===== config.mk =====
export PLATFORM = sky130hd
export DESIGN_NAME = ball_frame_scheduler
export DESIGN_NICKNAME = d
export VERILOG_FILES = /design/src/rtl/ball_frame_scheduler.sv
export SDC_FILE = /design/constraint.sdc
export NUM_CORES = 1
export LEC_CHECK = 0
export CORE_ASPECT_RATIO = 1.4
export CORE_MARGIN = 2
export CORE_UTILIZATION = 55
export DETAILED_ROUTE_END_ITERATION = 8
export GPL_TIMING_DRIVEN = 0
export PLACE_DENSITY = 0.92
export SLEW_MARGIN = 20
export SYNTH_ARGS = -nofsm -noshare
export SYNTH_HDL_FRONTEND = slang
export SYNTH_SLANG_ARGS = --single-unit
export TNS_END_PERCENT = 5

===== constraint.sdc =====
create_clock -name iCLK -period 3.75 [get_ports iCLK]
set_input_delay 0.375 -clock iCLK [delete_from_list [all_inputs] [get_ports iCLK]]
set_output_delay 0.375 -clock iCLK [all_outputs]
set_load 0.03 [all_outputs]

===== src/rtl/ball_frame_scheduler.sv =====
// Shadow bank of ball positions and screen state, committed atomically to the
// display-side buses on the end-of-frame boundary or when the commit times out.
//
// state | meaning
// IDLE  | writes accepted into the shadow bank; waiting for a commit request
// PEND  | commit requested; writes stalled until iEndFrame or timeout applies the bank
module ball_frame_scheduler #(
   parameter int NUM_BALLS = 11,
   parameter int TIMEOUT   = 1_000_000
) (
   input  logic                   iCLK,
   input  logic                   iRST_n,
   input  logic                   iWrValid,
   output logic                   oWrReady,
   input  logic [3:0]             iWrIdx,
   input  logic [9:0]             iWrX,
   input  logic [8:0]             iWrY,
   input  logic                   iPlayer,
   input  logic [2:0]             iScreenType,
   input  logic                   iCommit,
   input  logic                   iEndFrame,
   output logic                   oCommitPending,
   output logic                   oCommitDone,
   output logic                   oTimeout,
   output logic                   oIdxErr,
   output logic [NUM_BALLS*10-1:0] oX,
   output logic [NUM_BALLS*9-1:0]  oY,
   output logic                   oPlayer,
   output logic [2:0]             oScreenType,
   output logic [15:0]            oFrameCnt
);

   localparam int CW = (TIMEOUT > 1) ? $clog2(TIMEOUT) : 1;
   localparam logic [CW-1:0] CNT_LAST = CW'(TIMEOUT - 1);
   localparam logic [4:0] NB5 = 5'(NUM_BALLS);

   typedef enum logic {IDLE, PEND} state_t;

   state_t                  state_q, state_d;
   logic [CW-1:0]           cnt_q, cnt_d;
   logic [NUM_BALLS*10-1:0] shx_q, shx_d, outx_q, outx_d;
   logic [NUM_BALLS*9-1:0]  shy_q, shy_d, outy_q, outy_d;
   logic                    stg_p_q, stg_p_d, outp_q, outp_d;
   logic [2:0]              stg_s_q, stg_s_d, outs_q, outs_d;
   logic                    done_q, done_d, to_q, to_d, ierr_q, ierr_d;
   logic [15:0]             fc_q, fc_d;
   logic                    idx_ok;

   assign idx_ok = ({1'b0, iWrIdx} < NB5);

   always_comb begin
      state_d = state_q;
      cnt_d   = cnt_q;
      shx_d   = shx_q;
      shy_d   = shy_q;
      stg_p_d = stg_p_q;
      stg_s_d = stg_s_q;
      outx_d  = outx_q;
      outy_d  = outy_q;
      outp_d  = outp_q;
      outs_d  = outs_q;
      done_d  = 1'b0;
      to_d    = 1'b0;
      ierr_d  = 1'b0;
      fc_d    = iEndFrame ? fc_q + 16'd1 : fc_q;

      case (state_q)
         IDLE: begin
            if (iWrValid) begin
               if (idx_ok) begin
                  for (int i = 0; i < NUM_BALLS; i++) begin
                     if (iWrIdx == 4'(i)) begin
                        shx_d[i*10 +: 10] = iWrX;
                        shy_d[i*9 +: 9]   = iWrY;
                     end
                  end
               end else begin
                  ierr_d = 1'b1;
               end
            end
            // An end-of-frame in the commit cycle is deliberately not an apply
            if (iCommit) begin
               stg_p_d = iPlayer;
               stg_s_d = iScreenType;
               cnt_d   = '0;
               state_d = PEND;
            end
         end
         PEND: begin
            if (iEndFrame || (cnt_q == CNT_LAST)) begin
               outx_d  = shx_q;
               outy_d  = shy_q;
               outp_d  = stg_p_q;
               outs_d  = stg_s_q;
               done_d  = 1'b1;
               to_d    = ~iEndFrame;
               state_d = IDLE;
            end else begin
               cnt_d = cnt_q + 1'b1;
            end
         end
         default: state_d = IDLE;
      endcase
   end

   always_ff @(posedge iCLK or negedge iRST_n) begin
      if (!iRST_n) begin
         state_q <= IDLE;
         cnt_q   <= '0;
         shx_q   <= '0;
         shy_q   <= '0;
         stg_p_q <= 1'b0;
         stg_s_q <= '0;
         outx_q  <= '0;
         outy_q  <= '0;
         outp_q  <= 1'b0;
         outs_q  <= '0;
         done_q  <= 1'b0;
         to_q    <= 1'b0;
         ierr_q  <= 1'b0;
         fc_q    <= '0;
      end else begin
         state_q <= state_d;
         cnt_q   <= cnt_d;
         shx_q   <= shx_d;
         shy_q   <= shy_d;
         stg_p_q <= stg_p_d;
         stg_s_q <= stg_s_d;
         outx_q  <= outx_d;
         outy_q  <= outy_d;
         outp_q  <= outp_d;
         outs_q  <= outs_d;
         done_q  <= done_d;
         to_q    <= to_d;
         ierr_q  <= ierr_d;
         fc_q    <= fc_d;
      end
   end

   assign oWrReady       = (state_q == IDLE);
   assign oCommitPending = (state_q == PEND);
   assign oCommitDone    = done_q;
   assign oTimeout       = to_q;
   assign oIdxErr        = ierr_q;
   assign oX             = outx_q;
   assign oY             = outy_q;
   assign oPlayer        = outp_q;
   assign oScreenType    = outs_q;
   assign oFrameCnt      = fc_q;

endmodule


==> metrics.md <==
| Metric | Value |
|---|---|
| Worst path depth | 5 |
| GP Congestion | 0.828 |
| Final min period | 2.51 ns |
| First-pass GRT wire length | 65400 um |
| Hold_buf cts | 1 |
| Post-synthesis sequential area ratio | 0.649 |
| Netlist Area Pre-Place | 0.0180 sq mm |
| Slew margin rel. | 0.441 |
| Number of flops mapped to enable cells by yosys | 0 |
| Clock sinks | 466 |
| Grt total ovfl | 0 |
| Unrepaired setup endpoints after global routing | no |
| Worst Setup SP | oCommitPending$_DFF_PN0_ |
| Synth Area in Compound Gates | 0.0115 |
| Wire per inst | 22.1 um |
| Largest area contributor in the netlist | dfrtp_1 |
| Synth Area in Adders | 0.00139 |
| R2R cell count | 5 |
| Largest family of logic cells by synthesized area | multiplexers |
| Vias per cell | 5.52 |
| Initial antenna violation count | 0 |
| Crit Path Class | flip-flop to flip-flop |
| YS warnings | 0 |
| Async SR Flop Fraction | 1.00 |
| Mapped Cells | 1113 |
| Final setup viols | 0 |
| Slowest stage delay, CP | 0.61 ns |
| CP max stage cell | nor4b_2 |
| Io pins | 266 |
| Worst R2R Setup Slack | 1.24 ns |
| Clk buf depth | 3 |
| Lkg Pwr | 10.5 nW |
| Critical path capture point | shy_q[22]$_DFFE_PN0P_ |
| Final hold slack | 0.183 ns |
| Syn-to-layout area delta | 26.8% |
| ANT cells | 0 |
| Top cell type's share of synthesized area | 0.649 |
| Via count | 10.5k |
| Post-Synth XOR/XNOR Area | 0.00780 |
| Total negative slack | 0 ns |
| Most frequent cells after synthesis | dfrtp_1 (466), mux2_2 (357), mux2_4 (50) |
| Crit path max-delay family | simple AND/OR/NAND/NOR gates |
| Startpoint types | flip-flop |
| Count of cell types in the netlist | 46 |
| Placed insts | 1822 |
| Final Hold Fails | 0 |
| Post-CTS Repair Setup Buffers | 0 |
| Setup Skew | 0.0183 ns |
| Overall power | 18.4 mW |
| Worst path required time | 4.18 ns |
| Synth Area in Simple Gates | 0.0313 |
| PortBufs | 264 |
| Synth top area cells | dfrtp_1 (65%), mux2_2 (22%), mux2_4 (4.2%) |
| Root buf cell | clkbuf_16 |
| Register bit total from synthesis | 466 |
| Proportion of synthesized area in mux cells | 0.280 |
| Period utilization | 0.669 |
| Pwr dens | 807 mW/mm^2 |
| Die Height | 218 um |
| Die Width | 157 um |
| Post-CTS sizing | 0 |
| Final WL | 42000 um |
| GRT Overall Usage | 0.251 |
| Nets@finish | 1462 |
| Clock Latency Late Sink | 0.55 ns |
| Routed Antenna Nets | 0 |
| Maxcap violations | 0 |
| CP max FO | 10 |
| Die area | 0.0341 sq mm |
| Worst r2r src | oCommitPending$_DFF_PN0_ |
| CP arrival | 2.94 ns |
| Vias in the first global route | 11.4k |
| R2r endpoint | shy_q[22]$_DFFE_PN0P_ |
| Site Rows | 78 |
| Finished Core Util | 0.705 |
| Worst-margin pin slew | 0.838 ns |
| Finished Layout Cells | 1902 |
| Synth Area per Inst | 16.1 sq um |
| VDD IR max | 0.535 mV |
| Critical path buffers and inverters | 2 |
| CTS clk-pin slew, worst paths | 0.06 ns |
| Layout cells sized above 1 | 0.363 |
| Status | finished clean |
| Ys flop type | dfrtp_1 |
| Initial DRC Count | 407 |
| Most common cell in the synthesized netlist | dfrtp_1 |
| Slew Limit Fails | 0 |
| Worst min path class | input pin to async pin |
| Initial Util | 0.556 |
| HPWL after detailed placement | 28600 um |
| CP Cell Sequence | buf_2, nor4b_2, nand2_2, buf_1, mux2_2 |
| Core region area | 0.0323 sq mm |
| CTS tree | built |
| Synth Net Count | 1147 |
| Drt first pass iters | 5 |
| Crit. End Element | flip-flop |
| CTS buffer count | 43 |
| Upper clock frequency limit | 399 MHz |
| Largest net degree at the start of global routing | 107 |
| Residual DRC count | 0 |
| CTS H-tree depth | 2 |
==> layout make-up <==
type / count / area (sq um)
plain buffers: 61 / 328
clock buffers: 65 / 1320
clock inverters: 14 / 148
fillers: 2015 / 9530
inverters: 4 / 15.0
multi-input cells: 582 / 5960
flip-flops and latches: 466 / 11700
well taps: 440 / 551
repair buffers: 270 / 2800
==> worst register-to-register path: stages (launching register included) <==
cell and delay, ns:
dfrtp_1 0.38, buf_2 0.20, nor4b_2 0.61, nand2_2 0.35, buf_1 0.45, mux2_2 0.42
==> routing by layer <==
layer | GRT usage | up-vias | part of all wire
met4 | 0.116 | 0 | 0.047
met5 | 0 | - | 0
met1 | 0.305 | 5524 | 0.39
li1 | - | 4572 | -
met2 | 0.433 | 290 | 0.52
met3 | 0.0487 | 115 | 0.046
==> worst min-delay path by stage <==
stage,start,to,slack (ns),depth (start not counted)
finish,iRST_n,shy_q[23]$_DFFE_PN0P_,0.18,2
CTS,iRST_n,shy_q[23]$_DFFE_PN0P_,0.17,2
global route,iRST_n,shy_q[23]$_DFFE_PN0P_,0.17,2
detailed placement,iRST_n,shy_q[23]$_DFFE_PN0P_,0.15,1
floorplan,iRST_n,cnt_q[0]$_DFFE_PN0P_,0.08,0
global placement,cnt_q[5]$_DFFE_PN0P_,cnt_q[5]$_DFFE_PN0P_,0.46,1
==> cell usage in the layout (no fill, tap or decap), types with 3 or more instances in the layout <==
master / count
nand2_2: 4
buf_6: 8
xor2_1: 5
nor3_1: 4
mux2_1: 20
nor4_1: 3
clkinv_2: 7
nand2_1: 31
buf_2: 25
nor2_1: 14
buf_1: 3
dfrtp_1: 466
clkbuf_16: 44
o31ai_1: 5
mux2_2: 357
xnor2_1: 11
and4_1: 3
o21ai_0: 7
and3_1: 9
mux2_4: 50
clkbuf_8: 14
nor2b_1: 3
nand3_1: 13
nand4_1: 12
clkbuf_1: 30
o211ai_1: 5
buf_16: 5
a21oi_1: 3
clkdlybuf4s50_1: 263
mux2i_1: 3
==> cells by family after synthesis <==
group                    count (synthesis)
flip-flops                             466
multiplexers                           430
AND/OR/NAND/NOR                        105
buffers and inverters                   65
AO/OA/AOI/OAI                           29
XOR/XNOR                                16
adder cells (fa/ha/maj)                  2
==> through the flow <==
stage               setup slack [ns]  instance area [sq um]
floorplan                       1.47                  18000
global placement              -16.88                  21200
detailed placement             0.977                  21300
CTS                             1.23                  22800
global route                    1.07                  22800
finish                          1.24                  22800
==> sequential cells by signal (all words and copies together), names as in the netlist <==
signal,flops
oIdxErr,1
oScreenType,3
oX,110
oCommitDone,1
oY,99
oFrameCnt,16
shx_q,110
oPlayer,1
stg_s_q,3
oCommitPending,1
shy_q,99
stg_p_q,1
oTimeout,1
cnt_q,20
==> power by group <==
group          switching, mW  total (mW)  leakage (nW)  internal [mW]
Sequential             0.980        7.58          5.94           6.60
Clock                   1.87        4.46         0.729           2.59
Combinational           3.33        6.34          3.82           3.01
Total                   6.19        18.4          10.5           12.2
Note: power is estimated with default switching activity, not from simulation.
